===== config.mk =====
export PLATFORM = sky130hd
export DESIGN_NAME = mem_access_unit
export DESIGN_NICKNAME = d
export VERILOG_FILES = /design/src/rtl/mem_access_unit_pkg.sv /design/src/rtl/mem_access_unit_load_extend.sv /design/src/rtl/mem_access_unit.sv
export SDC_FILE = /design/constraint.sdc
export NUM_CORES = 1
export LEC_CHECK = 0
export BUFFER_PORTS_ARGS = -buffer_cell sky130_fd_sc_hd__buf_2
export CAP_MARGIN = 40
export CORE_ASPECT_RATIO = 0.7
export CORE_MARGIN = 4
export CORE_UTILIZATION = 48
export CTS_BUF_LIST = sky130_fd_sc_hd__clkbuf_16
export CTS_CLUSTER_SIZE = 25
export DETAILED_ROUTE_END_ITERATION = 10
export GPL_ROUTABILITY_DRIVEN = 0
export HOLD_SLACK_MARGIN = 0.08
export PLACE_DENSITY = 0.8
export REMOVE_ABC_BUFFERS = 1
export SYNTH_ARGS = -nofsm -noshare
export SYNTH_HDL_FRONTEND = slang
export SYNTH_SLANG_ARGS = --single-unit

===== constraint.sdc =====
create_clock -name clk -period 4.75 [get_ports clk]
set_input_delay 1.1875 -clock clk [delete_from_list [all_inputs] [get_ports clk]]
set_output_delay 1.1875 -clock clk [all_outputs]
set_load 0.05 [all_outputs]

===== src/rtl/mem_access_unit_pkg.sv =====
// Shared encodings for the memory access unit: request sizes, FSM states
// and the byte-lane merge used by sub-word stores.
package mem_access_unit_pkg;

    localparam logic [1:0] SIZE_B = 2'b00;
    localparam logic [1:0] SIZE_H = 2'b01;
    localparam logic [1:0] SIZE_W = 2'b10;

    typedef enum logic [2:0] {
        ST_IDLE   = 3'd0,
        ST_LOAD   = 3'd1,
        ST_WRITE  = 3'd2,
        ST_RMW_RD = 3'd3,
        ST_RMW_WR = 3'd4,
        ST_RESP   = 3'd5
    } state_t;

    // Replace the addressed lane(s) of i_old with the low bits of i_lane.
    function automatic logic [31:0] lane_merge(
        input logic [31:0] i_old,
        input logic [31:0] i_lane,
        input logic [1:0]  i_size,
        input logic [1:0]  i_off
    );
        logic [31:0] merged;
        merged = i_old;
        case (i_size)
            SIZE_B:  merged[{i_off, 3'b000} +: 8] = i_lane[7:0];
            SIZE_H:  merged[{i_off[1], 4'b0000} +: 16] = i_lane[15:0];
            default: merged = i_lane;
        endcase
        return merged;
    endfunction

endpackage


===== src/rtl/mem_access_unit_load_extend.sv =====
// Little-endian lane select of a 32-bit word with sign/zero extension by size.
module load_extend
    import mem_access_unit_pkg::*;
(
    input  logic [31:0] i_word,
    input  logic [1:0]  i_size,
    input  logic [1:0]  i_off,
    input  logic        i_signed,
    output logic [31:0] o_data
);

    logic [7:0]  w_byte;
    logic [15:0] w_half;

    always_comb begin
        w_byte = i_word[{i_off, 3'b000} +: 8];
        w_half = i_off[1] ? i_word[31:16] : i_word[15:0];
        case (i_size)
            SIZE_B:  o_data = {{24{i_signed & w_byte[7]}}, w_byte};
            SIZE_H:  o_data = {{16{i_signed & w_half[15]}}, w_half};
            default: o_data = i_word;
        endcase
    end

endmodule


===== src/rtl/mem_access_unit.sv =====
// CPU-to-unified-memory bridge: byte/halfword/word loads and stores mapped onto
// word-wide memory cycles, with read-modify-write for sub-word stores.
module mem_access_unit
    import mem_access_unit_pkg::*;
#(
    parameter int RAM_SIZE_BIT = 8
) (
    input  logic        clk,
    input  logic        reset,
    input  logic        req,
    input  logic        req_we,
    input  logic [1:0]  req_size,
    input  logic        req_signed,
    input  logic [31:0] req_addr,
    input  logic [31:0] req_wdata,
    output logic        ready,
    output logic        done,
    output logic        err,
    output logic [31:0] rdata,
    output logic [31:0] mem_addr,
    output logic [31:0] mem_wdata,
    output logic        mem_read,
    output logic        mem_write,
    input  logic [31:0] mem_rdata
);

    state_t      r_state;
    logic        r_we;
    logic [1:0]  r_size;
    logic        r_signed;
    logic [31:0] r_addr;
    logic [31:0] r_wdata;
    logic [31:0] r_rdata;
    logic [31:0] r_merge;
    logic        r_ready;
    logic        r_done;
    logic        r_err;
    logic        r_mem_read;
    logic        r_mem_write;

    logic        w_bad;
    logic [31:0] w_load_data;
    logic [31:0] w_store_lane;

    // Priority order matters only for which check fires; any hit rejects.
    always_comb begin
        w_bad = 1'b0;
        if (req_size == 2'b11)
            w_bad = 1'b1;
        else if (req_size == SIZE_H && req_addr[0])
            w_bad = 1'b1;
        else if (req_size == SIZE_W && req_addr[1:0] != 2'b00)
            w_bad = 1'b1;
        else if ((req_addr >> (RAM_SIZE_BIT + 2)) != 32'd0)
            w_bad = 1'b1;
    end

    load_extend u_load_extend (
        .i_word   (mem_rdata),
        .i_size   (r_size),
        .i_off    (r_addr[1:0]),
        .i_signed (r_signed),
        .o_data   (w_load_data)
    );

    // Offset 0 and zero-extend: just isolates the low byte/halfword of the store data.
    load_extend u_store_lane (
        .i_word   (r_wdata),
        .i_size   (r_size),
        .i_off    (2'b00),
        .i_signed (1'b0),
        .o_data   (w_store_lane)
    );

    always_ff @(posedge clk or posedge reset) begin
        if (reset) begin
            r_state     <= ST_IDLE;
            r_we        <= 1'b0;
            r_size      <= SIZE_B;
            r_signed    <= 1'b0;
            r_addr      <= 32'd0;
            r_wdata     <= 32'd0;
            r_rdata     <= 32'd0;
            r_merge     <= 32'd0;
            r_ready     <= 1'b1;
            r_done      <= 1'b0;
            r_err       <= 1'b0;
            r_mem_read  <= 1'b0;
            r_mem_write <= 1'b0;
        end else begin
            r_done      <= 1'b0;
            r_mem_read  <= 1'b0;
            r_mem_write <= 1'b0;
            case (r_state)
                ST_IDLE: begin
                    if (req) begin
                        r_we     <= req_we;
                        r_size   <= req_size;
                        r_signed <= req_signed;
                        r_addr   <= req_addr;
                        r_wdata  <= req_wdata;
                        r_ready  <= 1'b0;
                        if (w_bad) begin
                            r_state <= ST_RESP;
                            r_err   <= 1'b1;
                            r_done  <= 1'b1;
                            r_rdata <= 32'd0;
                        end else if (!req_we) begin
                            r_state    <= ST_LOAD;
                            r_mem_read <= 1'b1;
                        end else if (req_size == SIZE_W) begin
                            r_state     <= ST_WRITE;
                            r_mem_write <= 1'b1;
                            r_merge     <= req_wdata;
                        end else begin
                            r_state    <= ST_RMW_RD;
                            r_mem_read <= 1'b1;
                        end
                    end
                end
                ST_LOAD: begin
                    r_rdata <= w_load_data;
                    r_done  <= 1'b1;
                    r_state <= ST_RESP;
                end
                ST_WRITE: begin
                    r_rdata <= 32'd0;
                    r_done  <= 1'b1;
                    r_state <= ST_RESP;
                end
                ST_RMW_RD: begin
                    r_merge     <= lane_merge(mem_rdata, w_store_lane, r_size, r_addr[1:0]);
                    r_mem_write <= 1'b1;
                    r_state     <= ST_RMW_WR;
                end
                ST_RMW_WR: begin
                    r_rdata <= 32'd0;
                    r_done  <= 1'b1;
                    r_state <= ST_RESP;
                end
                ST_RESP: begin
                    r_err   <= 1'b0;
                    r_ready <= 1'b1;
                    r_state <= ST_IDLE;
                end
                default: begin
                    r_ready <= 1'b1;
                    r_state <= ST_IDLE;
                end
            endcase
        end
    end

    assign ready     = r_ready;
    assign done      = r_done;
    assign err       = r_err;
    assign rdata     = r_rdata;
    assign mem_addr  = {r_addr[31:2], 2'b00};
    assign mem_wdata = r_merge;
    assign mem_read  = r_mem_read;
    assign mem_write = r_mem_write;

endmodule


# Word level (Yosys, flattened, before mapping)
# Index checks and enable logic that the tools add are counted.
# classes
n_shift,5
n_eq_ne,14
n_bitwise,3
n_addsub,2
muxes,41
n_reduce_logical,17
# ops
op,n
case mux 32 bit (2 select lines),4
2-to-1 mux 32 bit,6
case mux 32 bit (3 select lines),1
bitwise mux 32 bit,2
nonzero test 32 bit,1
variable shift 16 x 7 -> 32 bit (first input constant),1
variable shift 8 x 7 -> 32 bit (first input constant),1
indexed part select 16 x 7 -> 32 bit,1
indexed part select 32 x 6 -> 8 bit,1
indexed part select 8 x 7 -> 32 bit,1
2-to-1 mux 1 bit,19
2-to-1 mux 16 bit,1
negation 5 -> 7 bit,2
inequality test 2 bit (second input constant),5
case mux 3 bit (3 select lines),1
case mux 1 bit (2 select lines),4
equality test 3 x 2 -> 1 bit (second input constant),2
equality test 3 bit (second input constant),2
2-to-1 mux 3 bit,2
AND reduction 3 bit,2
nonzero test 2 bit,3
AND reduction 5 bit,1
equality test 2 x 1 -> 1 bit (second input constant),2
equality test 2 bit (second input constant),2
12 further kinds,15
# word_totals
word_cells,94
input_bits,103
output_inout_bits,101
ff_bits,139

# Longest topological paths before layout
# logic_depth
word_depth,8
ltp_mapped,11

# Modules after synthesis
# From an unflattened synthesis, not the netlist that was laid out.
# hier_totals
cells_unflattened,931
hier_area_um2,7990.2
# by_module_without_submodules
mod,area_each_um2,seq_area_each_um2,instances,cells_per_inst
mem_access_unit,6578.8,3479.6,1,685
load_extend,705.7,0.0,2,123

# Worst setup path before layout
# No wires, ideal clock.
# synth_path
kind,in2reg
start,in req_addr[16]
end,reg r_merge[11] (netlist: mem_wdata[11])
setup_ns,0.128
setup_slack_ns,1.857
required_time_ns,4.622
stages,5
arrival_ns,2.766
path_cell_list,or4_4 > nor4_4 > a41oi_4 > buf_6 > mux2_1
# synth_between
elab_chain_len,7
# synth_lines
item,line,text
start: declaration,mem_access_unit.sv:14,"input logic [31:0] req_addr,"
nonzero test 32 bit,mem_access_unit.sv:54,else if ((req_addr >> (RAM_SIZE_BIT + 2)) != 32'd0)
2-to-1 mux 1 bit,mem_access_unit.sv:54,
2-to-1 mux 1 bit,mem_access_unit.sv:52,else if (req_size == SIZE_W && req_addr[1:0] != 2'b00)
2-to-1 mux 1 bit,mem_access_unit.sv:50,else if (req_size == SIZE_H && req_addr[0])
2-to-1 mux 1 bit,mem_access_unit.sv:48,if (req_size == 2'b11)
inequality test 2 bit (no line),n/a,
AND reduction 5 bit (no line),n/a,
end signal: assignment,mem_access_unit.sv:114,r_merge <= req_wdata;
end signal: assignment,mem_access_unit.sv:132,"r_merge <= lane_merge(mem_rdata, w_store_lane, r_size, r_addr[1:0]);"
end: declaration,mem_access_unit.sv:34,logic [31:0] r_merge;
# Every way passes these cells.
# A chain may end at the register's enable or synchronous reset.

# Final worst setup path
# layout_path
start,in req_addr[31]
end,reg r_merge[14] (netlist: mem_wdata[14])
# Same word-level chain as after synthesis.

==> out/results.tsv <==
stage	metric	value	unit
worst_setup_path	slowest_delay	0.39	ns
synth	async_flop_share	100	%
die	die_h	112	um
sta	finalCritPeriodShare	65.2	%
cells_and_area	layout_commonest_cell	nand2_1	
synth	synth_edf_count	0	
sta	max_freq	323	MHz
die	ios	204	
cells_and_area	drive_gt1_share	31.3	%
synth	synth.cell_area	7360	um^2
worst_setup_path	path_class	input pin to flop	
detailed_routing	wl	21.9	mm
worst_setup_path	worst-path-max-fanout	18	
sta	setup_ws	1.65	ns
clock_network	cts_hold_buf	0	
placed_design	dp_hpwl	15.3	mm
detailed_routing	drt_iter0_markers	560	
synth	synth_flop_cell	dfrtp_1	
global_route	grt_max_degree	77	
global_route	overflow	0	
worst_setup_path	crit_path_end_kind	flop	
synth	ys_seq_area_share	47.3	%
global_route	antenna_found_initial	1	
job	drv_cap	0	
die	initial_utilization	49.5	%
cells_and_area	final_cell_mix	nand2_1 (215), buf_2 (201), dfrtp_1 (136)	
clock_network	insertion_delay	0.42	ns
synth	synth_warnings	0	
worst_setup_path	crit_chain	buf_2, nor4_1, nand4_1, nor4_4, a41oi_4, buf_16, buf_4, mux2_1	
cells_and_area	area_growth	21.9	%
sta	hold_viol	0	
sta	whs	0.462	ns
power_and_ir_drop	irDropWorstVdd	0.400	mV
cells_and_area	final_cells	1142	
sta	fin_skew	0.0129	ns
die	die_x	156	um
global_route	track_usage	25.1	%
clock_network	cts_resized	0	
power_and_ir_drop	p_leak	4.77	nW
detailed_routing	vias	6507	
power_and_ir_drop	total_power	0.00599	W
detailed_routing	drc	0	
global_route	grt_pass1_vias	6297	
worst_hold_path	hold_path.class	flop to flop	
detailed_routing	antenna_left	0	
synth	ys_ff_latch	139	
die	rows	37	
sta	setup_viol	0	
worst_setup_path	critPathArrivalTime	3.39	ns
clock_network	post_cts_buffers	0	
worst_setup_path	critPathLaunchType	input pin	
sta	max_slew_margin	43.8	%
global_route	grt_pass1_wl	34.5	mm
sta	fin_crit	3.10	ns
placed_design	portBuffers	201	
detailed_routing	viasPerCell	5.70	
clock_network	clk_path_buf_depth	2	
sta	worst_slew_pin_slew	0.843	ns
synth	synth_cells	777	
status	status	completed	
detailed_routing	wl_per_cell	19.2	um
sta	rsz0062_at_grt	no	
clock_network	cts.reportedPaths.clkPinSlew	0.06	ns
worst_setup_path	slowest_stage	nor4_1	
sta	drv_slew	0	
clock_network	cts_root_buffer	clkbuf_16	
cells_and_area	diodes	0	
placed_design	placed_area	8360	um^2
die	die_area	17400	um^2
synth	synth_cell_types	59	
placed_design	place_inst	1110	
die	core	14900	um^2
detailed_routing	firstDrtPassIters	5	
cells_and_area	final_area	8970	um^2
synth	syn_avg_cell_area	9.47	um^2
clock_network	cts_tree	yes	
clock_network	h-tree-depth	4	
worst_setup_path	required	5.04	ns
power_and_ir_drop	powerDensity	668	nW/um^2
clock_network	cts.sinks	139	
clock_network	cts_inserted_buffers	17	
placed_design	place_ws	1.23	ns
cells_and_area	final_nets	1042	
[sequential cells by signal, summed over array words and instances (netlist names)]
signal	flops
r_state	3
err	1
mem_write	1
r_addr	32
r_signed	1
r_size	2
mem_read	1
r_wdata	32
done	1
mem_wdata	32
rdata	32
ready	1
[cell families (layout without fill, tap and decap cells)]
kind of cell               after synthesis  in the layout  share of synthesized area (%)
muxes                                   60             60                           10.3
AOI/OAI and AO/OA                      174            174                           17.1
other                                    1              2                         0.0510
and+or+nand+nor                        305            305                           17.6
DFF                                    139            139                           47.3
adders and majority gates                5              5                          0.850
buffers and inverters                   93            262                           6.82
[per-stage QoR]
step           TNS [ns]  util [%]
2_1_floorplan    -22.13         -
3_3_place_gp          0      55.8
3_5_place_dp          0      56.2
4_1_cts               0      60.3
5_1_grt               0      60.3
6_report              0      60.3
[critical path: cells and delay by family]
kind                   cells  cell delay [ns]
AO/OA/AOI/OAI              1             0.19
buffers and inverters      3             0.58
multiplexers               1             0.33
AND/OR/NAND/NOR            3             1.06
[final timing paths]
| check | slack (ns) | start | end | depth (start not counted) |
|---|---|---|---|---|
| hold / removal | 0.46 | ready | ready | 2 |
| hold reg to reg | 0.46 | ready | ready | 2 |
| setup / recovery | 1.65 | req_addr[31] | mem_wdata[14] | 8 |
| setup reg to reg | 1.97 | r_addr[0] | mem_wdata[28] | 8 |
| max in group asynchronous | 2.92 | reset | ready | 3 |
| min in group asynchronous | 0.88 | reset | r_addr[22] | 2 |
[final cells by class]
class / count / area (um^2)
Clock inverter: 15 / 183
Timing Repair Buffer: 219 / 1180
Fill cell: 1274 / 5890
Inverter: 11 / 46.3
Multi-Input combinational cell: 546 / 3400
Tap cell: 195 / 244
Sequential cell: 139 / 3480
Clock buffer: 17 / 425
[report_power, final]
| part | switching (W) | internal [W] |
|---|---|---|
| clock | 0.000515 | 0.000870 |
| sequential | 0.000313 | 0.00154 |
| combinational | 0.00191 | 0.000836 |
| total | 0.00274 | 0.00325 |
[layer usage]
metal | GRT usage (%) | wire [um]
met1 | 39.2 | 9990
met2 | 34.8 | 9300
met3 | 6.64 | 2410
met4 | 5.95 | 206
met5 | 0 | 13
[cell usage after synthesis, types with 3 or more instances]
| cell | n | share of area, % |
|---|---|---|
| nand2_1 | 216 | 11 |
| dfrtp_1 | 138 | 47 |
| a21oi_1 | 42 | 2.9 |
| nor2_1 | 41 | 2.1 |
| clkbuf_1 | 37 | 1.9 |
| buf_4 | 32 | 3.3 |
| a22oi_1 | 31 | 3.2 |
| mux2_4 | 24 | 4.9 |
| mux2i_1 | 24 | 3.3 |
| nand2b_1 | 22 | 1.9 |
| a22o_1 | 17 | 2.0 |
| o21ai_0 | 16 | 1.1 |
| a221o_1 | 15 | 2.0 |
| a31oi_1 | 10 | 0.85 |
| inv_1 | 9 | 0.46 |
| buf_2 | 8 | 0.54 |
| o2bb2ai_1 | 7 | 0.83 |
| a211oi_1 | 5 | 0.51 |
| a32o_1 | 5 | 0.68 |
| ha_1 | 5 | 0.85 |
| mux2_1 | 5 | 0.77 |
| mux2_2 | 5 | 0.77 |
| nor3_1 | 5 | 0.34 |
| o211ai_1 | 5 | 0.51 |
| a21o_1 | 4 | 0.41 |
| nor4_1 | 4 | 0.34 |
| buf_6 | 3 | 0.46 |
Note: power is estimated with default switching activity, not from simulation.
